**src/rtl/tdec_wrap_llr_pack_if.sv**
```systemverilog
// LLR input stream and DIRAM write port of the LLR packer.
// master = packer side, slave = environment side.
interface tdec_wrap_llr_pack_if #(
    parameter int LLR_W  = 5,
    parameter int ADDR_W = 16
);
    logic                 llr_vld;
    logic                 llr_rdy;
    logic [LLR_W-1:0]     llr_data;
    logic                 llr_last;
    logic                 diram_wr_req;
    logic                 diram_wr_req_ack;
    logic [ADDR_W-1:0]    diram_wr_addr;
    logic [4*LLR_W-1:0]   diram_wr_data;
    logic [3:0]           diram_wr_mask;

    modport master (
        input  llr_vld, llr_data, llr_last, diram_wr_req_ack,
        output llr_rdy, diram_wr_req, diram_wr_addr, diram_wr_data, diram_wr_mask
    );

    modport slave (
        output llr_vld, llr_data, llr_last, diram_wr_req_ack,
        input  llr_rdy, diram_wr_req, diram_wr_addr, diram_wr_data, diram_wr_mask
    );
endinterface

```
**src/rtl/tdec_wrap_llr_pack.sv**
```systemverilog
// Packs serial 5-bit LLRs 4-per-word into masked DIRAM writes; last transfer -> done in 2 cycles with immediate ack.
// One staging entry; llr_rdy drops only when a word completes while the staged word is still unacked.
module tdec_wrap_llr_pack #(
    parameter int LLR_W  = 5,
    parameter int ADDR_W = 16
) (
    input  logic                 clk,
    input  logic                 rst_n,
    input  logic                 init,
    input  logic                 start,
    input  logic                 harq_cb_comb_mode,
    input  logic [ADDR_W+1:0]    base_addr,
    input  logic [16:0]          cb_len_m1,
    tdec_wrap_llr_pack_if.master bus,
    output logic                 done,
    output logic                 len_err
);
    localparam int WORD_W = 4 * LLR_W;

    typedef enum logic [1:0] {S_IDLE, S_FILL, S_FLUSH, S_DONE} state_t;

    state_t              state;
    logic [ADDR_W-1:0]   wr_addr;
    logic [ADDR_W-1:0]   stage_addr;
    logic [1:0]          lane;
    logic [WORD_W-1:0]   asm_dat;
    logic [WORD_W-1:0]   stage_dat;
    logic [WORD_W-1:0]   ins_dat;
    logic [WORD_W-1:0]   new_dat;
    logic [3:0]          asm_mask;
    logic [3:0]          stage_mask;
    logic [3:0]          lane_bit;
    logic [3:0]          new_mask;
    logic                stage_full;
    logic [17:0]         llr_cnt;
    logic [16:0]         len_q;
    logic                accept;
    logic                drop;
    logic                completes;
    logic                ack;

    // Lane 0 sits in the top bits, matching the DIRAM reader.
    always_comb begin
        ins_dat   = WORD_W'(bus.llr_data) << (LLR_W * (3 - int'(lane)));
        lane_bit  = 4'b1000 >> lane;
        drop      = llr_cnt > {1'b0, len_q};
        new_dat   = drop ? asm_dat : (asm_dat | ins_dat);
        new_mask  = drop ? asm_mask : (asm_mask | lane_bit);
        completes = ((lane == 2'd3) & ~drop) | bus.llr_last;
        ack       = stage_full & bus.diram_wr_req_ack;
    end

    assign bus.llr_rdy       = (state == S_FILL) & ~(stage_full & ~bus.diram_wr_req_ack & completes);
    assign accept            = bus.llr_vld & bus.llr_rdy;
    assign bus.diram_wr_req  = stage_full;
    assign bus.diram_wr_addr = stage_addr;
    assign bus.diram_wr_data = stage_dat;
    assign bus.diram_wr_mask = stage_mask;

    always_ff @(posedge clk) begin
        if (!rst_n || init) begin
            state      <= S_IDLE;
            stage_full <= 1'b0;
            stage_addr <= '0;
            stage_dat  <= '0;
            stage_mask <= '0;
            asm_dat    <= '0;
            asm_mask   <= '0;
            llr_cnt    <= '0;
            len_q      <= '0;
            done       <= 1'b0;
            len_err    <= 1'b0;
            wr_addr    <= rst_n ? base_addr[ADDR_W+1:2] : '0;
            lane       <= rst_n ? base_addr[1:0] : 2'd0;
        end else begin
            done <= 1'b0;
            if (ack)
                stage_full <= 1'b0;
            case (state)
                S_IDLE: begin
                    if (start) begin
                        state    <= S_FILL;
                        len_q    <= cb_len_m1;
                        llr_cnt  <= '0;
                        len_err  <= 1'b0;
                        asm_dat  <= '0;
                        asm_mask <= '0;
                    end
                end
                S_FILL: begin
                    if (accept) begin
                        llr_cnt <= llr_cnt + 18'd1;
                        if (drop || (bus.llr_last && llr_cnt != {1'b0, len_q}))
                            len_err <= 1'b1;
                        if (!drop)
                            lane <= lane + 2'd1;
                        if (completes) begin
                            asm_dat  <= '0;
                            asm_mask <= '0;
                            // An overflowing last LLR may leave nothing to write.
                            if (new_mask != 4'd0) begin
                                stage_full <= 1'b1;
                                stage_dat  <= new_dat;
                                stage_mask <= new_mask;
                                stage_addr <= wr_addr;
                            end
                            if (!drop && lane == 2'd3)
                                wr_addr <= wr_addr + ADDR_W'(1);
                        end else begin
                            asm_dat  <= new_dat;
                            asm_mask <= new_mask;
                        end
                        if (bus.llr_last)
                            state <= S_FLUSH;
                    end
                end
                S_FLUSH: begin
                    if (!stage_full || ack) begin
                        state <= S_DONE;
                        done  <= 1'b1;
                        if (harq_cb_comb_mode) begin
                            wr_addr <= base_addr[ADDR_W+1:2];
                            lane    <= base_addr[1:0];
                        end
                    end
                end
                default: state <= S_IDLE;
            endcase
        end
    end
endmodule

```
**src/flat_wrapper.sv**
```systemverilog
// flat-port wrapper written by rule: the top's interface ports become plain ports
module tdec_wrap_llr_pack_flat 
#(
    parameter int LLR_W  = 5,
    parameter int ADDR_W = 16
)
  (clk, rst_n, init, start, harq_cb_comb_mode, base_addr, cb_len_m1, done, len_err, bus_llr_vld, bus_llr_data, bus_llr_last, bus_diram_wr_req_ack, bus_llr_rdy, bus_diram_wr_req, bus_diram_wr_addr, bus_diram_wr_data, bus_diram_wr_mask);
  tdec_wrap_llr_pack_if #(.LLR_W(LLR_W), .ADDR_W(ADDR_W)) bus_i ();
  input  logic clk;
  input  logic rst_n;
  input  logic init;
  input  logic start;
  input  logic harq_cb_comb_mode;
  input  logic [ADDR_W+1:0] base_addr;
  input  logic [16:0] cb_len_m1;
  output logic done;
  output logic len_err;
  input wire logic [$bits(bus_i.llr_vld)-1:0] bus_llr_vld;
  input wire logic [$bits(bus_i.llr_data)-1:0] bus_llr_data;
  input wire logic [$bits(bus_i.llr_last)-1:0] bus_llr_last;
  input wire logic [$bits(bus_i.diram_wr_req_ack)-1:0] bus_diram_wr_req_ack;
  output wire logic [$bits(bus_i.llr_rdy)-1:0] bus_llr_rdy;
  output wire logic [$bits(bus_i.diram_wr_req)-1:0] bus_diram_wr_req;
  output wire logic [$bits(bus_i.diram_wr_addr)-1:0] bus_diram_wr_addr;
  output wire logic [$bits(bus_i.diram_wr_data)-1:0] bus_diram_wr_data;
  output wire logic [$bits(bus_i.diram_wr_mask)-1:0] bus_diram_wr_mask;
  assign bus_i.llr_vld = bus_llr_vld;
  assign bus_i.llr_data = bus_llr_data;
  assign bus_i.llr_last = bus_llr_last;
  assign bus_i.diram_wr_req_ack = bus_diram_wr_req_ack;
  assign bus_llr_rdy = bus_i.llr_rdy;
  assign bus_diram_wr_req = bus_i.diram_wr_req;
  assign bus_diram_wr_addr = bus_i.diram_wr_addr;
  assign bus_diram_wr_data = bus_i.diram_wr_data;
  assign bus_diram_wr_mask = bus_i.diram_wr_mask;
  tdec_wrap_llr_pack #(.LLR_W(LLR_W), .ADDR_W(ADDR_W)) u_core (.clk(clk), .rst_n(rst_n), .init(init), .start(start), .harq_cb_comb_mode(harq_cb_comb_mode), .base_addr(base_addr), .cb_len_m1(cb_len_m1), .bus(bus_i), .done(done), .len_err(len_err));
endmodule
```
**config.mk**
```make
export PLATFORM = sky130hd
export DESIGN_NAME = tdec_wrap_llr_pack_flat
export DESIGN_NICKNAME = d
export VERILOG_FILES = /design/src/rtl/tdec_wrap_llr_pack_if.sv /design/src/rtl/tdec_wrap_llr_pack.sv /design/src/flat_wrapper.sv
export SDC_FILE = /design/constraint.sdc
export NUM_CORES = 1
export LEC_CHECK = 0
export BUFFER_PORTS_ARGS = -buffer_cell sky130_fd_sc_hd__buf_2
export CAP_MARGIN = 10
export CORE_MARGIN = 5
export CORE_UTILIZATION = 40
export DETAILED_ROUTE_END_ITERATION = 8
export PLACE_DENSITY = 0.59
export REMOVE_ABC_BUFFERS = 1
export SETUP_SLACK_MARGIN = 0.3
export SYNTH_ARGS = -nofsm -noshare
export SYNTH_HDL_FRONTEND = slang
export SYNTH_SLANG_ARGS = --single-unit
```
**constraint.sdc**
```tcl
create_clock -name clk -period 7.4 [get_ports clk]
set_input_delay 0.37 -clock clk [delete_from_list [all_inputs] [get_ports clk]]
set_output_delay 0.37 -clock clk [all_outputs]
set_load 0.01 [all_outputs]
```
==> results.md, run 1 <==
- Die area: 17800 um^2
- Worst hold start: cb_len_m1[12]
- Leak: 2.76 nW
- DP HPWL: 11.4 mm
- MaxCap Viol Count: 0
- Relative slew slack: 0.227
- PortBufs: 91
- Hold Vio Cnt, Final: 0
- TNS Setup: 0 ns
- Final worst-path cycle share: 0.487
- Final Max Slew Viols: 0
- Clock-pin slew on the worst setup and hold paths: 0.06 ns
- Hold EP: u_core.len_q[12]
- Total routed wirelength: 16.7 mm
- Mean Syn Cell Area: 8.77 um^2
- Post-synthesis sequential area ratio: 0.430
- Final Power: 1.81 mW
- CTS Hold Bufs: 0
- Gr usage total: 0.187
- Worst Hold Class: in2reg
- Site Rows: 45
- CTS H-tree depth: 4
- Starting Density: 0.404
- Resized cells post-CTS: 0
- Share of layout cells above drive strength 1: 0.178
- DRT Pass-1 Iters: 5
- Layout Nets: 837
- First-pass GRT wire length: 27.1 mm
- Yosys reg bits: 122
- FFs w/ async S/R, synth: 0
- Largest net degree at the start of global routing: 70
- Setup CP Type: reg2reg
- Delay-heaviest family, CP: compound AO/OA/AOI/OAI gates
- Slowest Stage Delay on Critical Path: 0.75 ns
- Req. time, crit path: 7.44 ns
- Synth top area share: 0.341
- IO Count: 92
- CTS Root Cell: clkbuf_16
- CP arrival: 3.64 ns
- Crit-path cells: ha_1 > a21o_1 > a211o_1 > a31oi_1 > nand3_1 > nand2_1 > a221o_1
- DIE WIDTH: 134 um
- Max clock buf depth: 2
- Residual DRC: 0
- # diodes: 0
- Syn Inst Count: 696
- Reg-to-reg startpoint: u_core.llr_cnt[15]
- Setup violations, final: 0
- Critical path endpoint category: flip-flop
- Total gr overflow: 0
- Sequential share of power: 0.395
- Vias per inst: 5.77
- Critical Path Slowest Stage Cell: nand2_1
- Routed wire per std cell: 17.3 um
- Antenna-violating nets left: 0
- Critical Path Start Type: flip-flop
- Worst Hold Depth: 3
- Synth top area cells: dfxtp_1 34%, edfxtp_1 8.9%, a21oi_1 6.4%, ha_1 5.5%, nand2_1 4.5%
- Combinational share of power: 0.135
- Crit Path Max Fanout: 25
- RD Place Congestion: 0.922
- Yosys cell types: 58
- Worst r2r dst: u_core.wr_addr[3]
- Yosys warning total: 0
- Area leader, netlist: dfxtp_1
- Die height: 134 um
- Vias: 5547
- CTS sink cnt: 122
- Inserted Clock Buffers: 17
- Skew final: 0.0145 ns
- Number of synthesized flops with an enable pin: 18
- CTS tree: done
- Buf/Inv on CP: 0
- Clock power frac: 0.469
- Sw frac: 0.277
- Worst vdd ir: 0.000172 V
- Area Overhead vs Synth: 18.0%
- Dominant synthesized flop cell: dfxtp_1
- Initial DRC Count: 380
- Outcome: complete, no violations
- Vias in the first global route: 5261
- Worst-skew pair later-pin latency: 0.42 ns
- Slew @ Worst Pin: 1.15 ns
- Internal: 1.31 mW
- Cells on worst reg2reg path: 7
- R2R setup slack: 3.80 ns
- F_max: 278 MHz
- Power per cell area: 251 nW/um^2
- Core region area: 15100 um^2
- Top cells by count, synth: 104 x dfxtp_1, 78 x a21oi_1, 73 x nand2_1
- Synthesized area: 6100 um^2
- Sw Pwr: 0.501 mW
- Tmin final: 3.60 ns
- Initial antenna violation count: 0
- Unrepaired setup endpoints after global routing: false
- Postcts setup bufs: 0
- Count leader, synth: dfxtp_1
[final cells by class]
| class | count | area, um^2 |
|---|---|---|
| clock inverters | 11 | 134 |
| clock buffers | 20 | 478 |
| flip-flops and latches | 122 | 2620 |
| multi-input cells | 500 | 3150 |
| inverters | 27 | 101 |
| repair buffers | 94 | 478 |
| well taps | 188 | 235 |
| fillers | 1539 | 7890 |
[worst max-delay path by stage]
| stage | start | endpoint | slack (ns) | cells past startpoint |
|---|---|---|---|---|
| after floorplan | u_core.llr_cnt[15] | u_core.wr_addr[0] | 4.51 | 7 |
| after global routing | u_core.llr_cnt[15] | u_core.wr_addr[3] | 3.53 | 7 |
| final | u_core.llr_cnt[15] | u_core.wr_addr[3] | 3.80 | 7 |
| after detailed placement | u_core.llr_cnt[15] | u_core.wr_addr[14] | 3.84 | 7 |
| after CTS | u_core.llr_cnt[15] | u_core.wr_addr[3] | 3.83 | 7 |
| after global placement | u_core.llr_cnt[15] | u_core.wr_addr[10] | 3.99 | 7 |
[flip-flops by register name (all words and copies together) (netlist names), 2 cells and up]
| name | cells |
|---|---|
| u_core.asm_dat | 20 |
| u_core.asm_mask | 4 |
| u_core.bus.diram_wr_addr | 16 |
| u_core.bus.diram_wr_data | 20 |
| u_core.bus.diram_wr_mask | 4 |
| u_core.lane | 2 |
| u_core.len_q | 17 |
| u_core.llr_cnt | 18 |
| u_core.state | 2 |
| u_core.wr_addr | 16 |
[cell families (layout without fill, tap and decap cells)]
family | after synthesis | after routing | synth area share
flops | 122 | 122 | 0.430
xor+xnor | 14 | 14 | 0.0201
buf+inv | 74 | 152 | 0.0550
mux | 1 | 1 | 0.00164
fa+ha+maj | 27 | 27 | 0.0554
simple gates | 221 | 221 | 0.186
compound gates | 237 | 237 | 0.252
[layout by cell type, fill, tap and decap left out, types with 10 or more instances in the layout]
cell	n
a211oi_1	24
a21oi_1	78
a22o_1	17
a31oi_1	39
and2_1	10
and3_1	11
buf_2	91
clkbuf_16	18
dfxtp_1	104
edfxtp_1	18
ha_1	27
inv_1	27
nand2_1	73
nand3_1	33
nor2_1	29
nor2b_1	24
o211ai_1	10
o21ai_0	15
o21ai_1	10
[worst min-delay path: stages]
cell and delay, ns:
buf_2 0.09, nand2_1 0.04, a21oi_1 0.05
[routing by layer]
layer / GRT usage / routed length (um)
met4: 0.0651 / 302
met2: 0.287 / 7460
met5: 0 / 0
met3: 0.0431 / 1180
met1: 0.259 / 7720
[per-stage QoR]
stage	cell area (um^2)	instances	util	hold slack, ns	setup WS, ns
4_1_cts	7190	961	0.477	0.182	3.83
5_1_grt	7200	962	0.477	0.201	3.53
3_5_place_dp	6580	930	0.436	0.450	3.84
2_1_floorplan	5870	649	-	0.436	4.51
3_3_place_gp	6580	930	0.436	0.447	3.99
6_report	7200	962	0.477	0.192	3.80
[power by group through the flow]
stage               Sequential (mW)  Clock (mW)  Combinational [mW]
floorplan                     0.723           0               0.161
finish                        0.714       0.848               0.244
CTS                           0.713       0.862               0.242
global placement              0.727           0               0.236
detailed placement            0.728           0               0.242
global route                  0.716       0.894               0.269
Power figures use the tool's default switching activity.
==> run 2, diff against run 1 <==
--- a/config.mk
+++ b/config.mk
@@ -5,6 +5,7 @@
 export SDC_FILE = /design/constraint.sdc
 export NUM_CORES = 1
 export LEC_CHECK = 0
+export ABC_AREA = 1
 export BUFFER_PORTS_ARGS = -buffer_cell sky130_fd_sc_hd__buf_2
 export CAP_MARGIN = 10
 export CORE_MARGIN = 5
==> constraint.sdc (replaced) <==
create_clock -name clk -period 3.61 [get_ports clk]
set_input_delay 0.1805 -clock clk [delete_from_list [all_inputs] [get_ports clk]]
set_output_delay 0.1805 -clock clk [all_outputs]
set_load 0.01 [all_outputs]
==> results.md, run 2 <==
- Outcome: complete, no violations
- Worst Hold Slack: 0.0424 ns
- Final core occ: 0.483
- Delay-heaviest family, CP: simple AND/OR/NAND/NOR gates
- Most common cell after layout, fill and taps aside: nand2_1
- Total routed wirelength: 15.9 mm
- Yosys warning total: 0
- Antenna-violating nets left: 0
- Postcts setup bufs: 0
- Critical path endpoint category: flip-flop
- Initial antenna violation count: 0
- Clock-pin slew on the worst setup and hold paths: 0.05 ns
- Share of layout cells above drive strength 1: 0.138
- Top cells by count, synth: 252 x nand2_1, 206 x nor2_1, 118 x inv_1
- MaxCap Viol Count: 0
- Skew final: 0.00683 ns
- Clock power frac: 0.416
- Slowest Stage Delay on Critical Path: 0.36 ns
- Final Max Slew Viols: 0
- Die height: 137 um
- Yosys cell types: 39
- Resized cells post-CTS: 0
- Vias per inst: 4.58
- CTS tree: done
- Residual DRC: 0
- Finished Cell Area: 7670 um^2
- Core region area: 15900 um^2
- Sequential share of power: 0.387
- Critical Path Start Type: flip-flop
- Placed cell areas: 7100 um^2
- DP HPWL: 11.1 mm
- Crit Path Max Fanout: 19
- Area leader, netlist: dfxtp_1
- Starting Density: 0.408
- Relative slew slack: 0.251
- Vias in the first global route: 5273
- Combinational share of power: 0.197
- Inserted Clock Buffers: 17
- Crit-path cells: ha_1 > nand2_1 > nor2_1 > nand2_1 > nor2_2 > o21ai_1 > nand3_2 > nand2_4 > nand2_4 > nand2_4 > nand2_4 > nand2_2 > nand2_4 > nand2_1 > nand2_1 > nand2_1 > nor2_1 > buf_4
- Most frequent cells in the layout: 252 x nand2_1, 205 x nor2_1, 118 x inv_1
- # fillers: 1679
- Critical Path Slowest Stage Cell: dfxtp_1
- Initial DRC Count: 328
- Syn Inst Count: 966
- Slew @ Worst Pin: 1.12 ns
- # diodes: 0
- Power per cell area: 522 nW/um^2
- Synth top area share: 0.321
- CP arrival: 3.05 ns
- Gr usage total: 0.171
- CTS H-tree depth: 4
- Unrepaired setup endpoints after global routing: false
- Setup CP Type: reg2reg
- Worst Hold Class: in2reg
- RD Place Congestion: 0.834
- Final Power: 4.01 mW
- Synthesized area: 6480 um^2
- Internal: 2.81 mW
- Sw Pwr: 1.20 mW
- Count leader, synth: nand2_1
- Req. time, crit path: 3.71 ns
- Total gr overflow: 0
- Max clock buf depth: 2
- Max Used Layer: met4
- Vias: 5843
- PortBufs: 91
- IO Count: 92
- Worst-skew pair later-pin latency: 0.41 ns
- Met2 WL: 6.68 mm
- Layout Nets: 1123
- Synth top area cells: dfxtp_1 32%, nand2_1 15%, nor2_1 12%, edfxtp_1 8.3%, inv_1 6.8%
- F_max: 340 MHz
- Leak: 3.46 nW
- Yosys reg bits: 122
- Non-filler cells, final: 1277
- CTS Root Cell: clkbuf_16
- FFs w/ async S/R, synth: 0
- Largest net degree at the start of global routing: 60
- Sw frac: 0.300
- Mean Syn Cell Area: 6.71 um^2
- Dominant synthesized flop cell: dfxtp_1
- CTS Hold Bufs: 0
- DRT Pass-1 Iters: 4
- DIE WIDTH: 137 um
- Buf/Inv on CP: 1
- Hold Vio Cnt, Final: 0
- First-pass GRT wire length: 25.6 mm
- Area Overhead vs Synth: 18.4%
- CTS sink cnt: 122
- Post-synthesis sequential area ratio: 0.405
- Setup violations, final: 0
- DP Cell Count: 1245
- Wire length on met1: 8.02 mm
- Detail Route met3 WL: 963 um
- Die area: 18800 um^2
- Tmin final: 2.94 ns
- Final worst-path cycle share: 0.816
- Number of synthesized flops with an enable pin: 18
- Routed wire per std cell: 12.4 um
- Worst vdd ir: 0.000351 V
- Site Rows: 46
==> run 2: changes by cell type after synthesis, sizes merged, moves of 11 or more <==
cell and delta:
nand2 +185, nor2 +178, inv +93, a31oi -34, nor2b -24, a211oi -22
o21ai +19, a22o -15, a21oi -12, and2 -11, and3 -11
==> run 2: worst paths after layout <==
check / start / end / slack, ns / cells after the start
setup / recovery: u_core.llr_cnt[5] / u_core.wr_addr[14] / 0.67 / 18
hold / removal: base_addr[17] / u_core.wr_addr[15] / 0.04 / 3
setup reg to reg: u_core.llr_cnt[5] / u_core.wr_addr[14] / 0.67 / 18
hold reg to reg: u_core.len_err / u_core.len_err / 0.45 / 2
==> run 2: per-layer routing <==
layer  vias to the layer above  GRT usage
li1                       3189          -
met1                      2511      0.240
met2                       129      0.258
met3                        14     0.0391
met4                         0     0.0632
met5                         -          0
==> run 2: layout make-up <==
| type | instances | area [um^2] | area share |
|---|---|---|---|
| Multi-Input combinational cell | 683 | 3200 | 0.417 |
| Inverter | 122 | 458 | 0.0597 |
| Tap cell | 216 | 270 | 0.0352 |
| Clock inverter | 12 | 130 | 0.0170 |
| Sequential cell | 122 | 2620 | 0.342 |
| Timing Repair Buffer | 102 | 554 | 0.0723 |
| Clock buffer | 20 | 437 | 0.0570 |
==> run 2: worst min-delay path: stages <==
cell     delay, ns
buf_2         0.07
nand2_1       0.04
nand2_1       0.06
==> run 2: kinds of logic after synthesis <==
logic type	after synthesis	synth area share
compound gates	134	0.113
fa+ha+maj	27	0.0522
simple gates	521	0.325
buf+inv	161	0.103
flops	122	0.405
xor+xnor	1	0.00135
==> run 2: power groups by stage <==
stage          Sequential (mW)  Clock (mW)  Combinational (mW)
4_1_cts                   1.55        1.70               0.791
3_3_place_gp              1.58           0               0.781
5_1_grt                   1.56        1.75               0.903
6_report                  1.55        1.67               0.788
2_1_floorplan             1.57           0               0.565
3_5_place_dp              1.58           0               0.786
==> run 2: per-stage QoR <==
step           setup TNS (ns)  worst slack, ns
3_3_place_gp                0            0.703
4_1_cts                     0            0.587
6_report                    0            0.665
2_1_floorplan          -15.16           -0.748
5_1_grt                     0            0.363
3_5_place_dp                0            0.599
==> run 3, diff against run 2 <==
==> constraint.sdc (replaced) <==
create_clock -name clk -period 3 [get_ports clk]
set_input_delay 0.15 -clock clk [delete_from_list [all_inputs] [get_ports clk]]
set_output_delay 0.15 -clock clk [all_outputs]
set_load 0.01 [all_outputs]
==> results.md, run 3 (synthesized netlist as in run 2, its figures left out) <==
- Outcome: complete, no violations
- Clock-pin slew on the worst setup and hold paths: 0.05 ns
- Leak: 3.62 nW
- Die height: 137 um
- # fillers: 1653
- Inserted Clock Buffers: 17
- Final worst-path cycle share: 0.843
- Unrepaired setup endpoints after global routing: false
- Starting Density: 0.408
- Placed cell areas: 7180 um^2
- Setup violations, final: 0
- Setup CP Type: reg2reg
- Final Max Slew Viols: 0
- Most frequent cells in the layout: 245 x nand2_1, 202 x nor2_1, 117 x inv_1
- Total gr overflow: 0
- Critical path endpoint category: flip-flop
- Most common cell after layout, fill and taps aside: nand2_1
- Max clock buf depth: 2
- Finished Cell Area: 8080 um^2
- DP HPWL: 11.1 mm
- Critical Path Start Type: flip-flop
- Skew final: 0.00992 ns
- First-pass GRT wire length: 25.9 mm
- Worst setup margin: 0.472 ns
- Area Overhead vs Synth: 24.7%
- Residual DRC: 0
- # diodes: 0
- Multi-input gate area: 3300 um^2
- Crit Path Max Fanout: 8
- DRT Pass-1 Iters: 4
- Share of layout cells above drive strength 1: 0.174
- Die area: 18800 um^2
- Routed wire per std cell: 12.4 um
- Worst r2r dst: u_core.wr_addr[14]
- CTS tree: done
- Final core occ: 0.508
- Register area: 2630 um^2
- Cells on worst reg2reg path: 18
- CP arrival: 2.66 ns
- Largest net degree at the start of global routing: 59
- Layout Nets: 1151
- Tmin final: 2.53 ns
- Vias: 6019
- Antenna-violating nets left: 0
- Worst Hold Class: in2reg
- Worst vdd ir: 0.000407 V
- Crit path from: u_core.llr_cnt[16]
- Vias in the first global route: 5436
- RD Place Congestion: 0.861
- Worst-skew pair later-pin latency: 0.42 ns
- R2R setup slack: 0.47 ns
- DIE WIDTH: 137 um
- Initial antenna violation count: 1
- Combinational share of power: 0.223
- Core region area: 15900 um^2
- Sequential share of power: 0.370
- Relative slew slack: 0.508
- Internal: 3.53 mW
- Total routed wirelength: 16.1 mm
- CTS Root Cell: clkbuf_16
- Clock power frac: 0.407
- Initial DRC Count: 343
- Critical path endpoint: u_core.wr_addr[14]
- Reg-to-reg startpoint: u_core.llr_cnt[16]
- CTS sink cnt: 122
- F_max: 396 MHz
- Site Rows: 46
- CTS H-tree depth: 4
- Slew @ Worst Pin: 0.737 ns
- Gr usage total: 0.173
- Power per cell area: 626 nW/um^2
- Hold Vio Cnt, Final: 0
- Vias per inst: 4.61
- MaxCap Viol Count: 0
- Sw frac: 0.303
- Pre-CTS setup slack: 0.306 ns
- Sw Pwr: 1.53 mW
- PortBufs: 91
- Req. time, crit path: 3.13 ns
- IO Count: 92
-- run 3: layout make-up --
| class | instances | share of cell area |
|---|---|---|
| Clock buffer | 18 | 0.0544 |
| Sequential cell | 122 | 0.325 |
| Clock inverter | 14 | 0.0191 |
| Multi-Input combinational cell | 684 | 0.409 |
| Timing Repair Buffer | 129 | 0.102 |
| Inverter | 122 | 0.0567 |
| Tap cell | 216 | 0.0335 |
-- run 3: metrics by stage --
stage	cells	hold slack [ns]	TNS (ns)	total power [mW]
2_1_floorplan	927	0.303	-65.17	2.56
3_3_place_gp	1253	0.427	0	2.86
3_5_place_dp	1253	0.431	0	2.87
4_1_cts	1293	0.00199	0	4.99
5_1_grt	1305	0.0118	0	5.34
6_report	1305	0.0190	0	5.06
-- run 3: metal layers --
metal  part of all wire  routed length (um)  global-route usage  vias up
met1               0.49                7890               0.236     2626
met5            0.00043                   7                   0        -
met3              0.048                 781              0.0427       25
met2               0.44                7160               0.262      112
met4              0.019                 311              0.0682        2
li1                   -                   -                   -     3254
-- run 3: worst max-delay path, stage by stage (launching register included) --
cell and delay [ns]:
dfxtp_1 0.35, ha_4 0.28, nand2_1 0.06, nor2_2 0.15
nand2_2 0.10, nor2_4 0.14, o21ai_2 0.08, nand3_4 0.09
nand2_8 0.08, nand2_4 0.10, nand2_4 0.06, nand2_4 0.08
nand2_2 0.06, nand2_4 0.11, nand2_2 0.06, nand2_2 0.06
nand2_2 0.07, nor2_4 0.15, buf_6 0.16
-- run 3: worst min-delay path by stage --
stage                   from                 end  slack [ns]  cells after the start
6_report       base_addr[16]  u_core.wr_addr[14]        0.02                      3
5_1_grt        base_addr[16]  u_core.wr_addr[14]        0.01                      3
4_1_cts        base_addr[13]  u_core.wr_addr[11]       0.002                      3
3_5_place_dp   cb_len_m1[16]    u_core.len_q[16]        0.43                      3
3_3_place_gp   cb_len_m1[10]    u_core.len_q[10]        0.43                      3
2_1_floorplan          start     u_core.len_q[0]        0.30                      2
-- run 3: repair_timing --
| action | 4_1_cts | 5_1_grt |
|---|---|---|
| endpoints found under the hold margin | 7 | 0 |
| gates cloned | 1 | 2 |
| setup buffers | 0 | 10 |
| hold buffers | 7 | 0 |
| pin swaps | 0 | 13 |
| setup endpoints to repair | 20 | 84 |
| gates resized for setup | 7 | 20 |
-- run 3: power groups by stage --
stage	registers, mW	clock network [mW]	logic (mW)
2_1_floorplan	1.88	0	0.680
3_3_place_gp	1.90	0	0.966
3_5_place_dp	1.90	0	0.971
4_1_cts	1.87	2.11	1.01
5_1_grt	1.89	2.17	1.28
6_report	1.87	2.06	1.13
